### src/rtl/udp_header_gen.sv
// UDP/IPv4/Ethernet II header generator: snapshots config on start, sums the IPv4
// header over 10 cycles, folds the checksum, then streams 42 header bytes over valid/ready.
//
// state | meaning
// IDLE  | waiting for start; config and payload_len snapshot taken on accepted start
// CALC  | adding one IPv4 header word per cycle into the 20-bit accumulator (10 cycles)
// FOLD  | end-around carry fold and one's complement into csum
// SEND  | presenting header byte byte_idx (0..41); advances on each accepted beat
module udp_header_gen #(
    parameter logic [7:0] TTL     = 8'h40,
    parameter bit         DF_FLAG = 1'b1
) (
    input  logic        clk,
    input  logic        reset_n,
    input  logic        start,
    input  logic [15:0] payload_len,
    input  logic [15:0] local_port_i,
    input  logic [15:0] remote_port_i,
    input  logic [31:0] local_IP_i,
    input  logic [31:0] remote_IP_i,
    input  logic [31:0] local_MAC_LSB_i,
    input  logic [31:0] local_MAC_MSB_i,
    input  logic [31:0] remote_MAC_LSB_i,
    input  logic [31:0] remote_MAC_MSB_i,
    output logic        busy,
    output logic [7:0]  tx_data,
    output logic        tx_valid,
    input  logic        tx_ready,
    output logic        tx_sop,
    output logic        tx_eop
);
    typedef enum logic [1:0] {IDLE, CALC, FOLD, SEND} state_t;

    localparam logic [15:0] FLAGS_WORD = DF_FLAG ? 16'h4000 : 16'h0000;
    localparam logic [5:0]  LAST_BYTE  = 6'd41;
    localparam logic [3:0]  CALC_LOAD  = 4'd9;

    state_t state, state_next;

    logic [47:0] dst_mac, src_mac;
    logic [31:0] src_ip, dst_ip;
    logic [15:0] src_port, dst_port, ip_len, udp_len;
    logic [15:0] ip_id, csum;
    logic [19:0] acc;
    logic [3:0]  calc_cnt;
    logic [5:0]  byte_idx;
    logic [15:0] calc_word;
    logic [16:0] fold1;
    logic [15:0] fold2;
    logic [0:41][7:0] hdr;
    logic        beat, last_beat;
    logic        unused_mac_hi;

    assign unused_mac_hi = ^{local_MAC_MSB_i[31:16], remote_MAC_MSB_i[31:16]};

    assign beat      = (state == SEND) && tx_ready;
    assign last_beat = beat && (byte_idx == LAST_BYTE);

    always_ff @(posedge clk) begin
        if (!reset_n) state <= IDLE;
        else          state <= state_next;
    end

    always_comb begin
        state_next = state;
        case (state)
            IDLE:    if (start) state_next = CALC;
            CALC:    if (calc_cnt == 4'd0) state_next = FOLD;
            FOLD:    state_next = SEND;
            SEND:    if (last_beat) state_next = IDLE;
            default: state_next = IDLE;
        endcase
    end

    // calc_cnt counts down; word order is fixed by the header layout, first word at 9
    always_comb begin
        calc_word = 16'h0000;
        case (calc_cnt)
            4'd9:    calc_word = 16'h4500;
            4'd8:    calc_word = ip_len;
            4'd7:    calc_word = ip_id;
            4'd6:    calc_word = FLAGS_WORD;
            4'd5:    calc_word = {TTL, 8'h11};
            4'd4:    calc_word = 16'h0000;
            4'd3:    calc_word = src_ip[31:16];
            4'd2:    calc_word = src_ip[15:0];
            4'd1:    calc_word = dst_ip[31:16];
            4'd0:    calc_word = dst_ip[15:0];
            default: calc_word = 16'h0000;
        endcase
    end

    assign fold1 = {1'b0, acc[15:0]} + {13'd0, acc[19:16]};
    assign fold2 = fold1[15:0] + {15'd0, fold1[16]};

    always_ff @(posedge clk) begin
        if (!reset_n) begin
            dst_mac  <= '0;
            src_mac  <= '0;
            src_ip   <= '0;
            dst_ip   <= '0;
            src_port <= '0;
            dst_port <= '0;
            ip_len   <= '0;
            udp_len  <= '0;
            ip_id    <= '0;
            csum     <= '0;
            acc      <= '0;
            calc_cnt <= '0;
            byte_idx <= '0;
        end else begin
            case (state)
                IDLE: if (start) begin
                    dst_mac  <= {remote_MAC_MSB_i[15:0], remote_MAC_LSB_i};
                    src_mac  <= {local_MAC_MSB_i[15:0], local_MAC_LSB_i};
                    src_ip   <= local_IP_i;
                    dst_ip   <= remote_IP_i;
                    src_port <= local_port_i;
                    dst_port <= remote_port_i;
                    ip_len   <= payload_len + 16'd28;
                    udp_len  <= payload_len + 16'd8;
                    acc      <= '0;
                    calc_cnt <= CALC_LOAD;
                end
                CALC: begin
                    acc      <= acc + {4'd0, calc_word};
                    calc_cnt <= calc_cnt - 4'd1;
                end
                FOLD: begin
                    csum     <= ~fold2;
                    byte_idx <= '0;
                end
                SEND: if (beat) begin
                    if (last_beat) ip_id <= ip_id + 16'd1;
                    else           byte_idx <= byte_idx + 6'd1;
                end
                default: ;
            endcase
        end
    end

    assign hdr = {dst_mac, src_mac, 16'h0800, 8'h45, 8'h00, ip_len, ip_id, FLAGS_WORD,
                  TTL, 8'h11, csum, src_ip, dst_ip, src_port, dst_port, udp_len, 16'h0000};

    // outputs decode from registered state so a stall holds them without extra flops
    assign busy     = (state != IDLE);
    assign tx_valid = (state == SEND);
    assign tx_data  = (state == SEND) ? hdr[byte_idx] : 8'h00;
    assign tx_sop   = (state == SEND) && (byte_idx == 6'd0);
    assign tx_eop   = (state == SEND) && (byte_idx == LAST_BYTE);

endmodule

### config.mk
export PLATFORM = sky130hd
export DESIGN_NAME = udp_header_gen
export DESIGN_NICKNAME = d
export VERILOG_FILES = /design/src/rtl/udp_header_gen.sv
export SDC_FILE = /design/constraint.sdc
export NUM_CORES = 1
export LEC_CHECK = 0
export BUFFER_PORTS_ARGS = -buffer_cell sky130_fd_sc_hd__buf_2
export CAP_MARGIN = 10
export CORE_MARGIN = 3
export CORE_UTILIZATION = 52
export DETAILED_ROUTE_END_ITERATION = 16
export GPL_ROUTABILITY_DRIVEN = 0
export HOLD_SLACK_MARGIN = 0.15
export PLACE_DENSITY = 0.77
export SETUP_SLACK_MARGIN = 0.05
export SYNTH_ARGS = -nofsm -noshare
export SYNTH_HDL_FRONTEND = slang
export SYNTH_SLANG_ARGS = --single-unit
### constraint.sdc
create_clock -name clk -period 3 [get_ports clk]
set_input_delay 0.6 -clock clk [delete_from_list [all_inputs] [get_ports clk]]
set_output_delay 0.6 -clock clk [all_outputs]
set_load 0.05 [all_outputs]
---- After elaboration in Yosys (flattened, before gate mapping) ----
Cells that the tools add are included.
storage, ports and cells
  input port bits ......................... 244
  output and inout port bits .............. 12
  register bits after elaboration ......... 288
  logic and storage cells ................. 73
operators by class
  equality and inequality tests ........... 17
  reduce and logical (&&, ||, !) cells .... 15
  mux-type cells .......................... 16
  $lt $le $gt $ge ......................... 1
  add/sub/neg operators ................... 8
  bitwise logic cells ..................... 2
operators by type and width
  kind                     number
  $pmux W16 S9             1
  $bmux W8 S6              1
  $pmux W20 S2             1
  $mux W8                  3
  $add A20 B16 Y20         1
  $mux W20                 1
  $add A16 B4 Y17          1
  $add A16 B1 Y16          1
  $add A16 B1 Y16 const B  1
  $add A16 B4 Y16 const B  1
  $add A16 B5 Y16 const B  1
  $not A16 Y16             1
  $eq A4 B3 Y1 const B     3
  $mux W6                  2
  $pmux W6 S2              1
  $reduce_and A3 Y1        3
  $eq A4 B2 Y1 const B     2
  $eq A4 B4 Y1 const B     2
  $pmux W2 S4              1
  $pmux W4 S2              1
  $ge A7 B7 Y1 const B     1
  $not A6 Y7               1
  $add A6 B1 Y6 const B    1
  $eq A6 B6 Y1 const B     1
  other kinds (14)         26

---- Logic depth before layout (Yosys ltp) ----
  depth in word-level cells ............... 6
  depth in mapped cells ................... 15
  gate-level depth less buffers ........... 14

---- Worst setup path after synthesis ----
OpenSTA, ideal clock, no wires.
  path kind ............................... register -> output
  from .................................... register byte_idx[0]
  to ...................................... output tx_data[2]
  cell stages (with the launch flop) ...... 11
  data arrival time ....................... 2,656 ps
  path buffers ............................ 4
  setup slack ............................. -256 ps
  cell sequence ........................... dfxtp_1 -> buf_6 -> buf_6 -> buf_6 -> buf_6 -> inv_1 -> ha_1 -> nand2b_1 -> o21ai_0 -> mux4_2 -> o22ai_1
between the ends
  longest elaborated chain between the ends .. 5
ends and longest elaborated chain
  what                                         line  text
  from (decl)                                  46    logic [5:0] byte_idx;
  from (signal assigned)                       135   else byte_idx <= byte_idx + 6'd1;
  $not A6 Y7 (implied by the code)             148   assign tx_data = (state == SEND) ? hdr[byte_idx] : 8'h00;
  $bmux W8 S6                                  148
  $mux W8 (implied by the code) (2 in series)  148
  $mux W8                                      148
  to (decl)                                    26    output logic [7:0] tx_data,
Every way passes these cells. The select of a mux whose other input is x is not followed.

---- Worst setup path in the final report ----
  from .................................... register byte_idx[0]
  to ...................................... output tx_data[4]
The elaborated chain is that of the path after synthesis.

==> metrics.md <==
| Metric | Value |
|---|---|
| TritonCTS Buffers | `31` |
| Standard cell core area | `approximately 29,000 µm²` |
| Maximum fanout count along the critical path | `5` |
| Worst path arrival time | `around 2800 ps` |
| FF+latch count, synth | `286` |
| Worst Setup Path Type | `reg2out` |
| Total number of yosys warnings | `0` |
| Setup ws final | `-379.3 ps` |
| Wirelength per Cell | `~20 µm` |
| Via count of the first global-routing pass | `roughly 14,000` |
| Post-route non-filler standard cell count | `2,441` |
| Result of the run | `finished with violations` |
| Post-detail-place hpwl | `around 35 mm` |
| Mean area per synthesized cell | `between 8 and 9 µm²` |
| Hold Violations, Final | `0` |
| Count of standard-cell rows | `62` |
| Cell count after placement | `between 2,000 and 2,500` |
| Drc violations | `0` |
| Maximum buffer depth of the clock tree | `3` |
| CTS tree | `yes` |
| Area of the mapped netlist | `approximately 15,000 µm²` |
| Startpoint kind of the worst setup timing path | `flip-flop` |
| Power per Cell Area | `716.1 nW/µm²` |
| Layout-stage area growth over the synthesis result | `23.68%` |
| Antenna diode instance count | `0` |
| Utilization after layout | `0.6604` |
| Worst endpoint required time | `roughly 2400 ps` |
| Total of hold buffers inserted after clock tree synthesis | `0` |
| Number of vias per cell | `6.065` |
| Slew at the pin with the worst max-slew slack | `978.7 ps` |
| Total congestion overflow | `0` |
| Total vias in the final route | `roughly 15,000` |
| Sink Count | `approximately 290` |
| F_max | `295.9 MHz` |
| Most instantiated flip-flop cell in the synthesis netlist | `sky130_fd_sc_hd__dfxtp_1` |
| Wire length reported by the detailed router | `a little under 50 mm` |
| Static power due to leakage | `approximately 7.4 nW` |
| Full die area | `about 32,000 µm²` |
| Type of destination of the critical path | `output pin` |
| Maximum number of pins on one net before global-route repair | `200` |
| Number of library cell types mapped by synthesis | `77` |
| Final critical path time including I/O delays and setup | `between 3000 and 4000 ps` |
| First-pass GRT wire length | `74.09 mm` |
| Port bufs | `around 220` |
| Fillers | `roughly 2,300` |
| Boundary Pins | `about 260` |
| Share of async-settable or async-resettable flops after synthesis | `0` |
| Synth Net Count | `approximately 2,100` |
| Final count of pins violating max slew | `0` |
| DRT iter0 DRCs | `between 1,500 and 2,000` |
| DRT Pass-1 Iters | `7` |
| Unrepaired setup endpoints after global routing | `true` |
| Classification of the worst-slack hold path | `in2reg` |
| Final layout net count | `roughly 2,300` |
| Multi-input gate area in the final layout | `9608 µm²` |
| Violations in the final reports | `negative setup slack` |
| Total number of H-tree levels | `1` |
| Worst-case clock skew | `16.31 ps` |
| Count of endpoints failing setup in the final report | `10` |
| Die X | `178.6 µm` |
| EDFF count, synth | `0` |
| Remaining number of nets flagged by the antenna check after routing | `0` |
| Layout cell share with drive strength beyond 1 | `0.2742` |
| Library cell used as clock root buffer | `sky130_fd_sc_hd__clkbuf_16` |
| Die Height | `about 180 µm` |
| Period Utilization, post-route | `1.126` |
| Worst supply voltage drop on vdd | `slightly below 0.5 mV` |
| Slew headroom | `0.3475` |
| Count of max-cap constraint violations | `0` |
| Clock latency of the later-clocked register in the worst-skew pair | `a little under 600 ps` |
| Antenna violations before repair | `0` |
| Register Area | `between 5000 and 6000 µm²` |
| Initial Utilization | `0.5340` |
| Gate Count Post-Synth | `between 1,500 and 2,000` |
| Part of the Yosys area used for sequential elements | `0.3696` |
| All-Layer GR Usage | `0.2943` |
| Clock-pin slew on the worst setup and hold paths | `about 60 ps` |
==> worst paths after layout <==
| path | from | end | slack, ps | depth (start not counted) |
|---|---|---|---|---|
| setup / recovery | byte_idx[0] | tx_data[4] | -380 | 7 |
| hold / removal | local_port_i[8] | src_port[8] | 260 | 3 |
| setup reg to reg | calc_cnt[0] | acc[16] | -50 | 15 |
| hold reg to reg | dst_port[6] | dst_port[6] | 460 | 2 |
==> layer usage <==
metal  vias up  wire (µm)  part of all wire  global-route usage
li1       6832          -                 -                   -
met1      7033      19430              0.39              0.3899
met2       764      22890              0.46              0.4801
met3       176       4851             0.098             0.05513
met4         0       2319             0.047              0.1078
met5         -          0                 0                   0
==> synth_stat cells (12+ instances only) <==
| master | instances | area (µm²) |
|---|---|---|
| sky130_fd_sc_hd__nand2_1 | 457 | 1715 |
| sky130_fd_sc_hd__nand3_1 | 60 | 300.3 |
| sky130_fd_sc_hd__clkbuf_1 | 105 | 394.1 |
| sky130_fd_sc_hd__and2_1 | 25 | 156.4 |
| sky130_fd_sc_hd__nor2b_1 | 17 | 106.4 |
| sky130_fd_sc_hd__and3_1 | 15 | 93.84 |
| sky130_fd_sc_hd__a21oi_1 | 92 | 460.4 |
| sky130_fd_sc_hd__o21ai_0 | 43 | 215.2 |
| sky130_fd_sc_hd__xnor2_1 | 36 | 315.3 |
| sky130_fd_sc_hd__nor3_1 | 12 | 60.06 |
| sky130_fd_sc_hd__nand4_1 | 14 | 87.58 |
| sky130_fd_sc_hd__a211oi_1 | 20 | 150.1 |
| sky130_fd_sc_hd__xor2_1 | 23 | 201.4 |
| sky130_fd_sc_hd__a22oi_1 | 45 | 337.8 |
| sky130_fd_sc_hd__a21boi_0 | 149 | 1119 |
| sky130_fd_sc_hd__nor2_1 | 65 | 244.0 |
| sky130_fd_sc_hd__inv_1 | 27 | 101.4 |
| sky130_fd_sc_hd__mux2i_1 | 29 | 290.3 |
| sky130_fd_sc_hd__dfxtp_1 | 286 | 5725 |
| sky130_fd_sc_hd__ha_1 | 39 | 488.0 |
| sky130_fd_sc_hd__mux4_2 | 67 | 1509 |
==> report_power, final <==
part | switching [mW] | leakage (nW) | total, mW | internal [mW]
registers | 0.633 | 2.35 | 5.13 | 4.50
logic | 2.77 | 4.55 | 4.61 | 1.83
clock network | 1.64 | 0.517 | 3.99 | 2.34
total | 5.05 | 7.42 | 13.7 | 8.67
==> worst max-delay path, stage by stage, from the launching register on <==
cell and delay, ps:
sky130_fd_sc_hd__dfxtp_4 410, sky130_fd_sc_hd__buf_4 150, sky130_fd_sc_hd__mux4_2 540, sky130_fd_sc_hd__mux4_2 510, sky130_fd_sc_hd__mux2i_1 180, sky130_fd_sc_hd__o22ai_1 110
sky130_fd_sc_hd__and2_4 170, sky130_fd_sc_hd__buf_8 150
==> kinds of logic (layout without fill, tap and decap cells) <==
| group | after synthesis | in the layout | synth area share |
|---|---|---|---|
| simple gates | 711 | 711 | 0.2018 |
| compound gates | 450 | 450 | 0.2013 |
| flops | 286 | 286 | 0.3696 |
| buf+inv | 160 | 412 | 0.04232 |
| mux | 97 | 97 | 0.1169 |
| xor+xnor | 59 | 59 | 0.03335 |
| fa+ha+maj | 42 | 42 | 0.03473 |
==> metrics by stage <==
step	setup TNS [ps]	area, µm²	hold WS, ps	setup slack, ps	total power, mW
floorplan	0	15600	433.1	24.85	7.778
finish	-2599	19160	255.9	-379.3	13.72
CTS	-2662	18690	239.5	-369.4	13.35
global route	-4179	19160	246.0	-407.3	14.35
global placement	-498.4	17370	439.1	-114.1	9.134
detailed placement	-1584	17370	446.6	-236.9	9.276
==> placed cells by master, fill, tap and decap left out, drive strengths merged, types with 9 or more instances in the layout <==
master / Yosys / routed
nor3: 13 / 13
and3: 15 / 15
nand4: 16 / 16
a21boi: 149 / 149
nand3: 60 / 60
a21oi: 92 / 92
nor2: 66 / 66
dfxtp: 286 / 286
nor2b: 17 / 17
clkbuf: 105 / 39
xor2: 23 / 23
and2: 25 / 25
inv: 28 / 28
a22oi: 45 / 45
xnor2: 36 / 36
or3: 10 / 10
mux2i: 29 / 29
buf: 26 / 326
nand2: 457 / 457
mux4: 67 / 67
clkinv: 1 / 9
ha: 39 / 39
o211ai: 10 / 10
o21ai: 47 / 47
o22ai: 11 / 11
a211oi: 23 / 23
o21a: 11 / 11
==> state kept, by name (all words and copies together) (netlist names), 14 cells and up <==
signal    count
ip_len       16
dst_mac      48
acc          20
ip_id        16
src_ip       32
src_port     16
dst_port     16
dst_ip       32
udp_len      14
src_mac      48
csum         16
==> final cells by class <==
| cell class | instances | share of cell area |
|---|---|---|
| multi-input cells | 1359 | 0.5014 |
| flip-flops and latches | 286 | 0.2999 |
| repair buffers | 327 | 0.1119 |
| clock buffers | 38 | 0.04395 |
| well taps | 384 | 0.02508 |
| clock inverters | 18 | 0.01143 |
| inverters | 29 | 0.006334 |
==> what timing repair did <==
action | in CTS | in global routing
cloned | 1 | 1
resized for setup | 35 | 83
setup buffers | 10 | 18
setup endpoints to repair | 22 | 31
pin swaps | 14 | 44
(Power assumes the default switching activity.)
